### src/rtl/round_sequencer.sv
// round_sequencer: round/lives/level sequencer for the arithmetic-target game.
// Optional pause support (pauseKey/paused ports) is compiled in with `define ROUND_SEQ_PAUSE_EN.
module round_sequencer #(
    parameter int ROUND_FRAMES  = 1800,
    parameter int RESULT_FRAMES = 120,
    parameter int LIVES         = 3,
    parameter int SCORE_W       = 10
) (
    input  logic                      clk,
    input  logic                      resetN,
    input  logic                      startOfFrame,
    input  logic                      startKey,
    input  logic                      playerDeath,
    input  logic signed [SCORE_W-1:0] score,
    input  logic        [7:0]         goal,
`ifdef ROUND_SEQ_PAUSE_EN
    input  logic                      pauseKey,
    output logic                      paused,
`endif
    output logic                      newGoal,
    output logic                      clearScore,
    output logic                      roundActive,
    output logic        [10:0]        framesLeft,
    output logic        [1:0]         lives,
    output logic        [3:0]         level,
    output logic                      winPulse,
    output logic                      gameOver
);

    typedef enum logic [2:0] {
        S_IDLE    = 3'd0,
        S_NEWGOAL = 3'd1,
        S_SETTLE  = 3'd2,
        S_PLAY    = 3'd3,
        S_WIN     = 3'd4,
        S_LOSE    = 3'd5,
        S_OVER    = 3'd6
    } state_t;

    localparam logic [10:0] ROUND_C  = 11'(ROUND_FRAMES);
    localparam logic [10:0] RESULT_C = 11'(RESULT_FRAMES);
    localparam logic [1:0]  LIVES_C  = 2'(LIVES);

    state_t             r_state, w_next;
    logic               r_start_d;
    logic [10:0]        r_frames_left, w_frames_nx;
    logic [10:0]        r_hold_cnt, w_hold_nx;
    logic [1:0]         r_lives, w_lives_nx;
    logic [3:0]         r_level, w_level_nx;
    logic               r_new_goal, r_clear_score, r_round_active, r_win_pulse, r_game_over;
    logic               w_start_ev, w_pause_ev, w_paused, w_paused_nx, w_win, w_lose;
    logic [SCORE_W:0]   w_score_ext, w_goal_ext;

    assign w_start_ev  = startKey & ~r_start_d;
    assign w_score_ext = {score[SCORE_W-1], score};
    assign w_goal_ext  = {{(SCORE_W-7){1'b0}}, goal};
    assign w_win       = (w_score_ext == w_goal_ext);
    assign w_lose      = playerDeath | (r_frames_left == 11'd0);

`ifdef ROUND_SEQ_PAUSE_EN
    logic r_pause_d, r_paused;
    assign w_pause_ev = pauseKey & ~r_pause_d;
    assign w_paused   = r_paused;
    assign paused     = r_paused;

    // Pause key edge register and pause flag
    always_ff @(posedge clk or negedge resetN) begin
        if (!resetN) begin
            r_pause_d <= 1'b0;
            r_paused  <= 1'b0;
        end else begin
            r_pause_d <= pauseKey;
            r_paused  <= w_paused_nx;
        end
    end
`else
    assign w_pause_ev = 1'b0;
    assign w_paused   = 1'b0;
`endif

    // Next state plus next counter/lives/level values; a transition always pre-empts counting
    always_comb begin
        w_next      = r_state;
        w_frames_nx = r_frames_left;
        w_hold_nx   = r_hold_cnt;
        w_lives_nx  = r_lives;
        w_level_nx  = r_level;
        w_paused_nx = 1'b0;
        case (r_state)
            S_IDLE, S_OVER: begin
                if (w_start_ev) begin
                    w_next     = S_NEWGOAL;
                    w_lives_nx = LIVES_C;
                    w_level_nx = 4'd0;
                end else begin
                    w_next = r_state;
                end
            end
            S_NEWGOAL: begin
                w_frames_nx = ROUND_C;
                w_next      = S_SETTLE;
            end
            S_SETTLE: begin
                w_next = S_PLAY;
            end
            S_PLAY: begin
                if (w_paused) begin
                    w_paused_nx = ~w_pause_ev;
                end else if (w_win) begin
                    w_next     = S_WIN;
                    w_hold_nx  = RESULT_C;
                    w_level_nx = (r_level == 4'd15) ? r_level : r_level + 4'd1;
                end else if (w_lose) begin
                    w_next     = S_LOSE;
                    w_lives_nx = r_lives - 2'd1;
                    w_hold_nx  = (r_lives == 2'd1) ? r_hold_cnt : RESULT_C;
                end else begin
                    w_paused_nx = w_pause_ev;
                    w_frames_nx = (startOfFrame && (r_frames_left != 11'd0)) ?
                                  r_frames_left - 11'd1 : r_frames_left;
                end
            end
            S_WIN, S_LOSE: begin
                // Losing the last life skips the result hold entirely
                if ((r_state == S_LOSE) && (r_lives == 2'd0)) begin
                    w_next = S_OVER;
                end else if (r_hold_cnt == 11'd0) begin
                    w_next = S_NEWGOAL;
                end else if (startOfFrame) begin
                    w_hold_nx = r_hold_cnt - 11'd1;
                end else begin
                    w_hold_nx = r_hold_cnt;
                end
            end
            default: begin
                w_next = S_IDLE;
            end
        endcase
    end

    // State, counters and Moore outputs, all registered from next-state values
    always_ff @(posedge clk or negedge resetN) begin
        if (!resetN) begin
            r_state        <= S_IDLE;
            r_start_d      <= 1'b0;
            r_frames_left  <= ROUND_C;
            r_hold_cnt     <= 11'd0;
            r_lives        <= LIVES_C;
            r_level        <= 4'd0;
            r_new_goal     <= 1'b0;
            r_clear_score  <= 1'b0;
            r_round_active <= 1'b0;
            r_win_pulse    <= 1'b0;
            r_game_over    <= 1'b0;
        end else begin
            r_state        <= w_next;
            r_start_d      <= startKey;
            r_frames_left  <= w_frames_nx;
            r_hold_cnt     <= w_hold_nx;
            r_lives        <= w_lives_nx;
            r_level        <= w_level_nx;
            r_new_goal     <= (w_next == S_NEWGOAL);
            r_clear_score  <= (w_next == S_NEWGOAL);
            r_round_active <= (w_next == S_PLAY) & ~w_paused_nx;
            r_win_pulse    <= (r_state == S_PLAY) && (w_next == S_WIN);
            r_game_over    <= (w_next == S_OVER);
        end
    end

    assign newGoal     = r_new_goal;
    assign clearScore  = r_clear_score;
    assign roundActive = r_round_active;
    assign framesLeft  = r_frames_left;
    assign lives       = r_lives;
    assign level       = r_level;
    assign winPulse    = r_win_pulse;
    assign gameOver    = r_game_over;

endmodule

### config.mk
export PLATFORM = sky130hd
export DESIGN_NAME = round_sequencer
export DESIGN_NICKNAME = d
export VERILOG_FILES = /design/src/rtl/round_sequencer.sv
export SDC_FILE = /design/constraint.sdc
export NUM_CORES = 1
export LEC_CHECK = 0
export BUFFER_PORTS_ARGS = -buffer_cell sky130_fd_sc_hd__buf_2
export CELL_PAD_IN_SITES_DETAIL_PLACEMENT = 0
export CELL_PAD_IN_SITES_GLOBAL_PLACEMENT = 1
export CORE_MARGIN = 10
export CORE_UTILIZATION = 41
export DETAILED_ROUTE_END_ITERATION = 6
export GPL_ROUTABILITY_DRIVEN = 0
export PLACE_DENSITY = 0.81
export SLEW_MARGIN = 20
export SYNTH_ARGS = -nofsm -noshare
export SYNTH_HDL_FRONTEND = slang
export SYNTH_SLANG_ARGS = --single-unit
### constraint.sdc
create_clock -name clk -period 2.9 [get_ports clk]
set_input_delay 0.58 -clock clk [delete_from_list [all_inputs] [get_ports clk]]
set_output_delay 0.58 -clock clk [all_outputs]
set_load 0.005 [all_outputs]
# [Yosys cells after proc, flatten, opt, wreduce, memory -nomap -nowiden]
# Index checks and enable logic that the tools add are counted.
[op_classes] n_addsub=4 n_eq_ne=25 muxes=25 n_bitwise=3 n_reduce_logical=17
[ops] cell="two-way mux 11 bit" count=9
[ops] cell="one-hot mux 11 bit (2 select lines)" count=2
[ops] cell="logical NOT 11 bit" count=2
[ops] cell="subtractor 11 x 1 -> 11 bit (second input constant)" count=2
[ops] cell="inequality test 2 bit (second input constant)" count=10
[ops] cell="== test 3 bit (second input constant)" count=5
[ops] cell="two-way mux 3 bit" count=5
[ops] cell="one-hot mux 3 bit (5 select lines)" count=1
[ops] cell="two-way mux 4 bit" count=3
[ops] cell="AND reduction 4 bit" count=3
[ops] cell="== test 11 x 8 -> 1 bit" count=1
[ops] cell="nonzero test 11 bit" count=1
[ops] cell="== test 3 x 2 -> 1 bit (second input constant)" count=3
[ops] cell="one-hot mux 4 bit (2 select lines)" count=1
[ops] cell="== test 3 x 1 -> 1 bit (second input constant)" count=2
[ops] cell="two-way mux 2 bit" count=3
[ops] cell="inequality test 3 bit (second input constant)" count=2
[ops] cell="AND reduction 6 bit" count=1
[ops] cell="nonzero test 2 bit" count=3
[ops] cell="adder 4 x 1 -> 4 bit (second input constant)" count=1
[ops] cell="== test 4 bit (second input constant)" count=1
[ops] cell="one-hot mux 2 bit (2 select lines)" count=1
[ops] cell="OR reduction 2 bit" count=2
[ops] cell="logical AND 1 bit" count=3
[ops] cell="other kinds (7)" count=7
[word_totals] reg_bits=36 input_bits=23 out_inout_bits=22 wordCells=84

# [Depth between registers and ports, before layout]
[logic_depth] word_depth=7 depth_mapped=8 depth_no_buf=7

# [Worst setup path after synthesis]
# OpenSTA, ideal clock, no wires.
[synth_timing] path_type="input-to-reg" startpoint="in goal[2]" endpoint="reg r_hold_cnt[1]" t_arrival_ps=2061 t_required_ps=2775 slack_ps=714 cell_stages=5 n_path_buf=0 path_cell_list="xor2_1 or3_1 nor3_1 o31a_1 mux2_2"
[synth_via] elab_chain_len=3 elab_cells_between_ends=6 cone_classes="3 x eq/ne; 2 x mux; 1 x reduce/logical"
[synth_rtl] item="start: declaration" line="15" text="input logic [7:0] goal,"
[synth_rtl] item="== test 11 x 8 -> 1 bit *" line="57" text="assign w_win = (w_score_ext == w_goal_ext);"
[synth_rtl] item="inequality test 3 bit (no line) or two-way mux 11 bit (tied branches)"
[synth_rtl] item="AND reduction 6 bit (no line) or one-hot mux 11 bit (2 select lines) (tied branches)"
[synth_rtl] item="end signal: assignment" line="159" text="r_hold_cnt <= w_hold_nx;"
[synth_rtl] item="end: declaration" line="47" text="logic [10:0] r_hold_cnt, w_hold_nx;"
# Every way passes the cells marked *; elsewhere a longest branch is shown, timed or not.
# A chain may end at the register's enable or synchronous reset.

# [Final worst setup path]
[layout_timing] startpoint="reg r_hold_cnt[1]" endpoint="reg r_hold_cnt[5]"
[layout_via] elab_chain_len=5 elab_cells_between_ends=8 cone_classes="1 x add/sub; 1 x eq/ne; 4 x mux; 2 x reduce/logical"
[layout_rtl] item="subtractor 11 x 1 -> 11 bit" line="130" text="w_hold_nx = r_hold_cnt - 11'd1;"
[layout_rtl] item="two-way mux 11 bit" line="129" text="end else if (startOfFrame) begin"
[layout_rtl] item="two-way mux 11 bit" line="127" text="end else if (r_hold_cnt == 11'd0) begin"
[layout_rtl] item="two-way mux 11 bit" line="125" text="if ((r_state == S_LOSE) && (r_lives == 2'd0)) begin"
[layout_rtl] item="one-hot mux 11 bit (2 select lines)" line="89" text="case (r_state)"
# Several ways; a longest one is shown, not always the timed one. The select of a mux whose other input is x is not followed.

==> run_results.csv <==
group,metric,value,unit
die,io_pins,45,
sta,slew_at_the_pin_closest_to_its_max_slew_limit,0.783,ns
clocking,cts-buffers-inserted,5,
drt,detail_route.iter0.violations,61,
sta,final_max_slew_viol_count,0,
drt,drt_pass1_iterations,5,
clocking,clock-root-buffer,"clkbuf_8",
die,die_width,91.9,µm
synthesis,postSynthRegisterBits,36,
die,fp-row-count,26,
setup_path,r2r_slack,0.48,ns
sta,rsz0062_at_grt,"no",
setup_path,crit_path_kind,"reg2reg",
placement,dp_cells,336,
die,floorplan.die_area,0.00845,mm²
sta,timing.max_slew.rel_slack,47.8,%
synthesis,synth_top_cells_by_area,"dfrtp_1 35%, dfstp_2 7.4%, nor2_1 3.9%, nor3_1 3.3%, xnor2_1 3.3%",
synthesis,postSynthAreaPerCell,9.38,µm²
synthesis,synth-xor-area-share,4.13,%
finish,final-instance-count-excl-fill,344,
global_routing,grt.total_usage,12.4,%
status,run_status,"complete, no violations",
synthesis,synth-main-ff-cell,"dfrtp_1",
sta,post-route-period-util,83.3,%
clocking,post_cts_resize_count,0,
synthesis,synth-compound-area-share,18.7,%
setup_path,crit_arrival,2.59,ns
global_routing,globalRouteOverflowTotal,0,
setup_path,worst_r2r_path_depth,8,
finish,mostFrequentLayoutCell,"buf_2",
sta,finalHoldViolations,0,
clocking,hold_buffers,0,
synthesis,synth_largest_area_cell,"dfrtp_1",
clocking,cts.htree.levels,2,
drt,routed_wl_per_cell,14.6,µm
global_routing,antenna_found_initial,0,
drt,totalWireLength,5030,µm
synthesis,synth_top_family_by_area,"simple AND/OR/NAND/NOR gates",
synthesis,synth.lib_cells_used.distinct,56,
flow_run,cap_viol_max_count,0,
die,die_h,91.9,µm
die,design.core.area,0.00507,mm²
synthesis,synthesis.area,0.00212,mm²
power_and_ir_drop,p_per_cell_area,816,mW/mm²
setup_path,cp-start-kind,"register",
global_routing,grt_max_degree,37,
finish,drive_above_1_share,23.7,%
clocking,clkSlewWorstSetupHoldPaths,0.07,ns
sta,setup_violations,0,
setup_path,crit_path_end_kind,"register",
drt,vias,1832,
clocking,clockBufferDepth,2,
finish,n_antenna_cell,0,
drt,ant_nets,0,
drt,detail_route.vias_per_cell,5.33,
drt,post-route-drc-count,0,
synthesis,ys.warnings.count,0,
synthesis,post_synth_and_or_nand_nor_area_fraction,23.4,%
placement,dp_hpwl,3860,µm
sta,fmax,414,MHz
synthesis,synthesis.nets,254,
synthesis,synthAdderAreaFrac,3.42,%
synthesis,synth-edff-count,0,
finish,area_delta_synth_final,17.4,%
setup_path,cp_max_fo,7,
sta,worst_slack,0.483,ns
global_routing,first_pass_grt_wire_length,8780,µm
finish,finish.net_count,301,
setup_path,reg_to_reg_critical_path_endpoint,"r_hold_cnt[5]",
clocking,cts_tree,"done",
synthesis,synth_mux_area_share,3.01,%
clocking,clock_latency,0.29,ns
synthesis,synth-seq-area-share,42.9,%
power_and_ir_drop,vdd_ir_drop_max,0.000330,V
power_and_ir_drop,p_leak,1.10,nW
finish,filler_instances,498,
sta,clock-skew-final,0.00633,ns
global_routing,vias_in_the_first_global_route,1889,
placement,port_buffers,44,
synthesis,postSynthCellCount,226,
synthesis,synthDominantCellAreaShare,35.4,%
clocking,cts_post_setup_buffers_inserted,0,
synthesis,async_reset_ff_share,100,%
finish,layout.cells.most_common_list,"44 x buf_2, 30 x dfrtp_1, 22 x nor2_1",
setup_path,worst_path_required,3.07,ns
sta,min_period,2.42,ns
worst_hold_path,holdCritPathClass,"in2async",
clocking,cts_num_sinks,36,
placement,preCtsSetupSlack,0.512,ns
setup_path,regToRegStartpoint,"r_hold_cnt[1]",
sta,tns,0,ns
finish,utilization,49.0,%
die,initial_core_util,41.8,%
[power by group]
part | leakage, nW | switching [mW] | internal, mW
combinational | 0.614 | 0.465 | 0.359
sequential | 0.444 | 0.201 | 0.666
clock | 0.0422 | 0.171 | 0.168
[synthesized netlist by cell type, types with 3 or more instances]
library cell,count
o21a_1,6
nand3_1,7
nor3_1,14
nor2_1,22
mux2i_1,3
nand2b_1,5
dfstp_2,6
inv_1,16
nand2_1,12
nor2b_1,3
a31oi_1,4
o21ai_0,9
or3_1,9
o31ai_1,3
or4_1,4
dfrtp_1,30
xnor2_1,8
mux2_2,3
ha_1,5
and3_1,4
nor3b_1,3
a21oi_1,8
[metal layers]
layer / up-vias / GRT usage (%) / wire length (µm)
li1: 926 / - / -
met1: 853 / 16.1 / 2490
met2: 46 / 18.6 / 2190
met3: 7 / 3.75 / 264
met4: 0 / 5.14 / 85
met5: - / 0 / 0
[cell families after synthesis]
logic type	count (synthesis)
simple gates	91
compound gates	55
flops	36
buf+inv	22
xor+xnor	10
mux	6
fa+ha+maj	6
[final cells by class]
cell class,instances,area [µm²],area share (%)
multi-input cells,168,1120,44.8
clock inverters,1,5.00,0.201
flip-flops and latches,36,908,36.5
clock buffers,7,76.3,3.07
inverters,16,60.1,2.41
well taps,70,87.6,3.52
repair buffers,46,235,9.45
[critical path: stages, from the launching register on]
cell and delay (ns):
dfrtp_1 0.42, inv_1 0.07, ha_1 0.19, or4b_4 0.53, nor4_4 0.37, o21ai_1 0.12, o31a_1 0.21, buf_4 0.20
a22o_1 0.19
[per-stage QoR]
| stage | hold slack, ns | power (mW) | instance area [µm²] |
|---|---|---|---|
| 2_1_floorplan | 0.284 | 1.43 | 2120 |
| 6_report | 0.370 | 2.03 | 2490 |
| 3_5_place_dp | 0.495 | 1.71 | 2410 |
| 5_1_grt | 0.400 | 2.22 | 2490 |
| 3_3_place_gp | 0.492 | 1.70 | 2410 |
| 4_1_cts | 0.395 | 2.05 | 2490 |
[how the worst max path moves through the flow]
stage,startpoint,endpoint,slack [ns],cells after the start
finish,r_hold_cnt[1],r_hold_cnt[5],0.48,8
global route,r_hold_cnt[0],roundActive,0.35,7
CTS,r_hold_cnt[1],roundActive,0.50,7
detailed placement,r_hold_cnt[0],roundActive,0.51,7
global placement,r_hold_cnt[0],r_hold_cnt[5],0.52,8
floorplan,goal[2],r_hold_cnt[1],0.71,5
[state kept, by name (all words and copies together), names as in the netlist]
register     flops
framesLeft      11
clearScore       1
lives            2
r_hold_cnt      11
roundActive      1
gameOver         1
winPulse         1
r_start_d        1
r_state          3
level            4
No activity file was read; power rests on OpenSTA's default activity.
